--- config.mk ---
export PLATFORM = sky130hd
export DESIGN_NAME = sram_port_arbiter
export DESIGN_NICKNAME = d
export VERILOG_FILES = /design/src/rtl/sram_port_arbiter.sv
export SDC_FILE = /design/constraint.sdc
export NUM_CORES = 1
export LEC_CHECK = 0
export BUFFER_PORTS_ARGS = -buffer_cell sky130_fd_sc_hd__buf_2
export CORE_AREA = 2 2 316 318
export CTS_CLUSTER_SIZE = 40
export DETAILED_ROUTE_END_ITERATION = 7
export DIE_AREA = 0 0 318 320
export GPL_TIMING_DRIVEN = 0
export PLACE_DENSITY_LB_ADDON = 0.1
export SLEW_MARGIN = 30
export SYNTH_ARGS = -nofsm -noshare
export SYNTH_HDL_FRONTEND = slang
export SYNTH_SLANG_ARGS = --single-unit
--- constraint.sdc ---
create_clock -name clk -period 3.9 [get_ports clk]
set_input_delay 0.78 -clock clk [delete_from_list [all_inputs] [get_ports clk]]
set_output_delay 0.78 -clock clk [all_outputs]
set_load 0.005 [all_outputs]
--- src/rtl/sram_port_arbiter.sv ---
// Two-port arbiter in front of a single-port SRAM; clears the array after reset.
// Define ARB_FIXED_PRIO_EN for fixed port-0 priority instead of round-robin.
module sram_port_arbiter #(
    parameter int SRAM_BIT = 160,
    parameter int ADDR_W   = 3
) (
    input  logic                clk,
    input  logic                reset,
    input  logic                req0,
    input  logic                req1,
    input  logic                we0,
    input  logic                we1,
    input  logic [ADDR_W-1:0]   addr0,
    input  logic [ADDR_W-1:0]   addr1,
    input  logic [SRAM_BIT-1:0] wdata0,
    input  logic [SRAM_BIT-1:0] wdata1,
    output logic                gnt0,
    output logic                gnt1,
    output logic                rvalid0,
    output logic                rvalid1,
    output logic [SRAM_BIT-1:0] rdata,
    output logic                init_done,
    output logic                sram_cen,
    output logic                sram_wen,
    output logic [ADDR_W-1:0]   sram_a,
    output logic [SRAM_BIT-1:0] sram_d,
    input  logic [SRAM_BIT-1:0] sram_q
);

    typedef enum logic {INIT, RUN} state_t;

    state_t            state;
    state_t            state_nxt;
    logic [ADDR_W-1:0] cnt;
    logic              rv0_q;
    logic              rv1_q;
    logic              pick1;

`ifdef ARB_FIXED_PRIO_EN
    assign pick1 = req1 & ~req0;
`else
    logic ptr;

    // ptr=1 means port 1 is preferred on the next contention
    assign pick1 = req1 & (~req0 | ptr);

    always_ff @(posedge clk) begin
        if (reset) begin
            ptr <= 1'b0;
        end else if (gnt0 | gnt1) begin
            ptr <= gnt0;
        end
    end
`endif

    always_ff @(posedge clk) begin
        if (reset) begin
            state <= INIT;
            cnt   <= '0;
            rv0_q <= 1'b0;
            rv1_q <= 1'b0;
        end else begin
            state <= state_nxt;
            if (state == INIT) begin
                cnt <= cnt + ADDR_W'(1);
            end
            rv0_q <= gnt0 & ~we0;
            rv1_q <= gnt1 & ~we1;
        end
    end

    always_comb begin
        state_nxt = state;
        gnt0      = 1'b0;
        gnt1      = 1'b0;
        sram_cen  = 1'b1;
        sram_wen  = 1'b1;
        sram_a    = '0;
        sram_d    = '0;
        if (!reset) begin
            unique case (state)
                INIT: begin
                    sram_cen = 1'b0;
                    sram_wen = 1'b0;
                    sram_a   = cnt;
                    if (cnt == '1) begin
                        state_nxt = RUN;
                    end
                end
                RUN: begin
                    gnt0 = req0 & ~pick1;
                    gnt1 = pick1;
                    if (req0 | req1) begin
                        sram_cen = 1'b0;
                        sram_wen = pick1 ? ~we1 : ~we0;
                        sram_a   = pick1 ? addr1 : addr0;
                        sram_d   = pick1 ? wdata1 : wdata0;
                    end
                end
                default: ;
            endcase
        end
    end

    // a reset landing on the response cycle suppresses that response
    assign rvalid0   = rv0_q & ~reset;
    assign rvalid1   = rv1_q & ~reset;
    assign rdata     = sram_q;
    assign init_done = (state == RUN);

endmodule

### Word-level counts from Yosys, hierarchy flattened

Index checks and enable logic that the tools add are counted.

* input port bits: 492
* register bits after elaboration: 7
* word-level logic and storage cells: 43
* output and inout bits: 330

* bitwise logic cells: 15
* mux-type cells: 21
* add/subtract/negate cells: 1
* eq/ne operators: 1

Operators with widths (number)
* $mux 160: 4
* $mux 1: 11
* $mux 3: 3
* $and 1x1->1: 6
* $not 1->1: 6
* $pmux 3 s2: 1
* $pmux 1 s2: 2
* $add 3x1->3 const B: 1
* $eq 3x3->1 const B: 1
* $or 1x1->1: 3

### Depth between registers and ports, before layout

Gate-level depths: netlist (run 1).

* word-level depth: 8
* depth in mapped cells: 7
* mapped depth without buffers: 4

### Worst setup path after synthesis (run 1)

OpenSTA, ideal clock, no wires.

* kind: in2out
* start: input port reset
* end: output port sram_d[100]
* setup slack: 1.425 ns
* data arrival time: 1.695 ns
* stages on the path: 6
* buffers on the path: 3
* required time: 3.120 ns
* path through: nand2b_2 or2_1 buf_6 buf_6 buf_6 a21oi_2

* cells in the longest elaborated chain, start to end: 1

RTL lines
* from (decl): line 8 `input logic reset,`
* $mux 160: line 80 `if (!reset) begin`
* to (decl): line 26 `output logic [SRAM_BIT-1:0] sram_d,`

Every way passes these cells.

### Final worst setup path (run 1)

* start: input port req0
* end: output port sram_d[63]

* cells in the longest elaborated chain, start to end: 7
* elaborated cells between the ends (all ways): 8
* those cells by class: mux (4); bitwise (4)

RTL lines
* from (decl): line 9 `input logic req0,`
* $not 1->1: line 45 `assign pick1 = req1 & (~req0 | ptr);`
* $or 1x1->1: line 45
* $and 1x1->1: line 45
* $mux 160: line 97 `sram_d = pick1 ? wdata1 : wdata0;`
* $mux 160 (*): line 93 `if (req0 | req1) begin`
* $mux 160 (*): line 81 `unique case (state)`
* $mux 160 (*): line 80

Mark *: on every way between the ends. The rest lies on a longest branch, timed or not.

==> results_dict.tcl, run 1 <==
set metrics [dict create \
    ys_warn_count 0 \
    path_max_fanout 10 \
    drv_slew 0 \
    worstRegToRegCells 5 \
    cts_root_buffer "clkbuf_16" \
    drtIter0Drc 249 \
    syn2layout_area_growth_pct 103 \
    whs_ps 551 \
    fillCellCount 11693 \
    final_util 0.101 \
    dp_hpwl_um 42200 \
    critPathRequiredTime_ps 3120 \
    synth_area_leader_cell "buf_4" \
    crit_path_end "sram_d[63]" \
    fp.dieW_um 318 \
    cts_tree "yes" \
    cp-startpoint "req0" \
    grt_pass1_vias 8641 \
    post-place-ws_ps 315 \
    final_layout_size_suffix_gt1_frac 0.659 \
    hold_start "cnt[2]" \
    status "finished, final reports clean" \
    wire_per_inst_um 17.5 \
    p_leak_nw 4.60 \
    multiInputGateArea_um2 3040 \
    fin_cells 2740 \
    cts-buffers-inserted 3 \
    hp-class "flop to flop" \
    grt_usage 0.0868 \
    clock_skew_ps 3.60 \
    ys_seq_area_frac 0.0289 \
    place_congestion 0.760 \
    vdd_drop_max_v 0.0000870 \
    place_inst 2730 \
    design_area_um2 9860 \
    core_um2 98000 \
    grt_max_degree 11 \
    cts_setup_buffers 0 \
    syn_inst 783 \
    ctsHoldBuffers 0 \
    fin_crit_ps 3440 \
    r2r_start "ptr" \
    clk_latency_ps 240 \
    start_util 0.0495 \
    htreeDepth 1 \
    r2r_end "rv1_q" \
    rows 115 \
    hold_viol_final 0 \
    ys_seq_elements 7 \
    wirelength_um 48000 \
    routed-via-count 8226 \
    cts_resized 0 \
    synth_edf_count 0 \
    clock_sinks 7 \
    rrSetupSlack_ps 2180 \
    finalCritPeriodShare 0.882 \
    critPathArrivalTime_ps 2660 \
    yosysTopAreaCellShare 0.252 \
    fmax_mhz 291 \
    yosys-top-cells-count "nand3_1, buf_4, o21ai_0, a21oi_2, a21oi_1" \
    synth_ff_type "dfxtp_1" \
    synth_area_leaders "buf_4, a21oi_2, nand3_1" \
    max_slew_margin 0.479 \
    synth.most_common_cell "nand3_1" \
    synth_nets 1277 \
    ys_async_sr_fraction 0 \
    vias_per_cell 3.00 \
    ant_nets 0 \
    syn_area_per_cell_um2 6.19 \
    synth_cell_types 29 \
    worst_pin_slew_ps 781 \
    pin_count 822 \
    synth_area_um2 4850 \
    antenna_found_initial 7 \
    overflow 0 \
    cap_viol_max_count 0 \
    critPathLaunchType "input port" \
    path_clk_slew_ps 40 \
    placed_area_um2 9770 \
    nets 1942 \
    worst_slack_ps 461 \
    die_h_um 320 \
    end_kind "primary output" \
    first_pass_iters 4 \
    rsz0062_at_grt "false" \
    power_mw 0.978 \
    power_per_cell_area_nw_per_um2 99.2 \
    dieArea_um2 102000 \
    io_buffers 660 \
    seqCellArea_um2 140 \
    cts_buffer_depth 2 \
    grt_pass1_wl_um 64600 \
    critPathKind "input port to primary output" \
    setup_viol 0 \
    finalSetupTns_ps 0 \
    drcViolationCount 0 \
]
how the worst min path moves through the flow:
stage / cells past startpoint / to / slack, ps
floorplan: 2 / cnt[1] / 490
global placement: 2 / cnt[2] / 520
detailed placement: 2 / cnt[2] / 540
CTS: 2 / cnt[0] / 550
global route: 2 / cnt[2] / 590
finish: 2 / cnt[2] / 550
state kept, by name, indices dropped and copies added, names as in the netlist:
name / cells
cnt: 3
init_done: 1
ptr: 1
rv0_q: 1
rv1_q: 1
layer usage:
| metal | global-route usage | routed length (um) | vias to the layer above |
|---|---|---|---|
| met4 | 0.0105 | 548 | 0 |
| met3 | 0.0224 | 3650 | 20 |
| met2 | 0.168 | 25400 | 488 |
| li1 | - | - | 3949 |
| met5 | 0 | 0 | - |
| met1 | 0.0968 | 18400 | 3769 |
where the power goes:
part,leakage (nW),switching [mW],internal [mW]
Combinational,4.50,0.369,0.347
Clock,0.0382,0.0464,0.137
Sequential,0.0570,0.00352,0.0751
layout make-up:
type | instances | area share
timing repair buffer | 660 | 0.335
buffer | 253 | 0.170
antenna | 6 | 0.00152
clock buffer | 4 | 0.00799
inverter | 1 | 0.000381
multi-input combinational | 522 | 0.308
tap | 1287 | 0.163
sequential | 7 | 0.0142
cell usage in the layout (no fill, tap or decap), types with 2 or more instances in the layout:
master	n
ha_1	2
dfxtp_1	7
nor2b_1	4
buf_6	13
clkbuf_16	3
o21ai_1	4
clkbuf_1	58
a21oi_1	60
buf_2	668
nor2_1	11
a21oi_2	100
a311oi_1	3
buf_4	163
nand2_1	5
o21ai_0	157
clkbuf_2	3
buf_1	9
nand3_1	164
diode_2	6
mux2i_1	2
worst max-delay path, cell delays in order:
cell     delay [ps]
buf_2           120
or2b_1          190
buf_2           390
buf_1           650
nand3_1         180
a21oi_2         190
buf_2           140
cell families after synthesis:
group,share of synthesized area
DFF,0.0289
adders and majority gates,0.00516
muxes,0.00413
AOI/OAI and AO/OA,0.421
buffers and inverters,0.345
xor gates and xnor gates,0.00181
and+or+nand+nor,0.194
(Power assumes the default switching activity.)
==> run 2: changes to the inputs <==
Settings changed: BUFFER_PORTS_ARGS -buffer_cell sky130_fd_sc_hd__buf_2 to -buffer_cell sky130_fd_sc_hd__buf_4.
==> run 2 against run 1 <==
Compared with the run above:
- sequential share of layout area down 0.20 points
- clock power down 2%
- die area unchanged
- register-to-register slack better by 50 ps
- non-clock buffer count unchanged
- flip-flop and latch count unchanged
- global-route usage up 0.19 points
- combinational power up 20%
- critical endpoint is now sram_d[74]
- largest cell class unchanged
==> results_dict.tcl, run 2 (synthesis results as in run 1) <==
set metrics [dict create \
    place_inst 2730 \
    r2r_end "rv1_q" \
    critPathArrivalTime_ps 2660 \
    cts_buffer_depth 2 \
    worst_pin_slew_ps 807 \
    worst_slack_ps 464 \
    final_util 0.117 \
    rows 115 \
    critPathLaunchType "input port" \
    routed-via-count 8256 \
    clk_latency_ps 230 \
    worstRegToRegCells 5 \
    die_h_um 320 \
    grt_max_degree 11 \
    ctsHoldBuffers 0 \
    start_util 0.0495 \
    place_congestion 0.735 \
    rrSetupSlack_ps 2230 \
    hold_viol_final 0 \
    largest-register "cnt" \
    final_cell_mix "buf_4, nand3_1, o21ai_0, a21oi_2, a21oi_1" \
    grt.busiest_layer "met2" \
    rsz0062_at_grt "false" \
    nets 1942 \
    htreeDepth 1 \
    hp-class "flop to flop" \
    end_kind "primary output" \
    gr-usage-met3 0.0249 \
    critPathRequiredTime_ps 3120 \
    dieArea_um2 102000 \
    design_area_um2 11500 \
    cap_viol_max_count 0 \
    cp-startpoint "req1" \
    final_layout_size_suffix_gt1_frac 0.659 \
    gr-usage-met2 0.174 \
    ant_nets 0 \
    io_buffers 660 \
    cts_resized 0 \
    cts_tree "yes" \
    wirelength_um 49200 \
    dp_hpwl_um 43200 \
    drcViolationCount 0 \
    largest_register_ffs 3 \
    placed_area_um2 11400 \
    syn2layout_area_growth_pct 137 \
    cts_root_buffer "clkbuf_16" \
    pin_count 822 \
    final_common_cell "buf_4" \
    status "finished, final reports clean" \
    path_clk_slew_ps 40 \
    p_leak_nw 5.00 \
    overflow 0 \
    crit_path_end "sram_d[74]" \
    fmax_mhz 291 \
    finalSetupTns_ps 0 \
    post-place-ws_ps 347 \
    drv_slew 0 \
    antenna_found_initial 3 \
    cts-buffers-inserted 3 \
    fp.dieW_um 318 \
    drtIter0Drc 337 \
    whs_ps 537 \
    grt_pass1_wl_um 65700 \
    vdd_drop_max_v 0.0000794 \
    r2r_start "ptr" \
    wire_per_inst_um 18.0 \
    power_mw 1.12 \
    path_max_fanout 11 \
    cts_setup_buffers 0 \
    finalCritPeriodShare 0.881 \
    grt_pass1_vias 8599 \
    grt_usage 0.0888 \
    vias_per_cell 3.02 \
    core_um2 98000 \
    critPathKind "input port to primary output" \
    met1_usage 0.0977 \
    first_pass_iters 4 \
    setup_viol 0 \
    clock_skew_ps 0.765 \
    max_slew_margin 0.462 \
    power_per_cell_area_nw_per_um2 97.1 \
    clock_sinks 7 \
    fin_crit_ps 3440 \
    fin_cells 2737 \
]
==> run 2: cell count changes in the layout (fill, tap and decap cells not counted), sizes merged <==
| cell | delta |
|---|---|
| diode | -3 |
==> run 2: worst min path at each step <==
stage                      start      to  slack (ps)  depth (start not counted)
after floorplan           cnt[1]  cnt[1]         490                          2
after global placement    cnt[2]  cnt[2]         520                          2
after detailed placement  cnt[2]  cnt[2]         540                          2
after CTS                 cnt[2]  cnt[2]         540                          2
after global routing      cnt[2]  cnt[2]         570                          2
final                     cnt[2]  cnt[2]         540                          2
==> run 2: area by class of cell <==
class                   instances  area (um^2)
repair buffers                660         4950
diodes                          3         7.51
clock buffers                   4         78.8
flip-flops and latches          7          140
well taps                    1287         1610
multi-input cells             522         3040
inverters                       1         3.75
fillers                     11521        86500
plain buffers                 253         1670
==> run 2: layer usage <==
metal	share of wire	routed length (um)
met3	0.077	3760
met1	0.38	18800
met2	0.54	26500
met4	0.0041	201
met5	0	0
==> run 2: power by group <==
part           internal [mW]  leakage [nW]  switching [mW]  total [mW]
clock network          0.136        0.0382          0.0422       0.179
logic                  0.485          4.91           0.374       0.860
registers             0.0752        0.0570         0.00296      0.0781
==> run 2: worst max-delay path, cell delays in order <==
cell	delay, ps
buf_2	160
inv_2	230
buf_4	370
clkbuf_2	540
o21ai_0	250
a21oi_2	180
buf_4	120
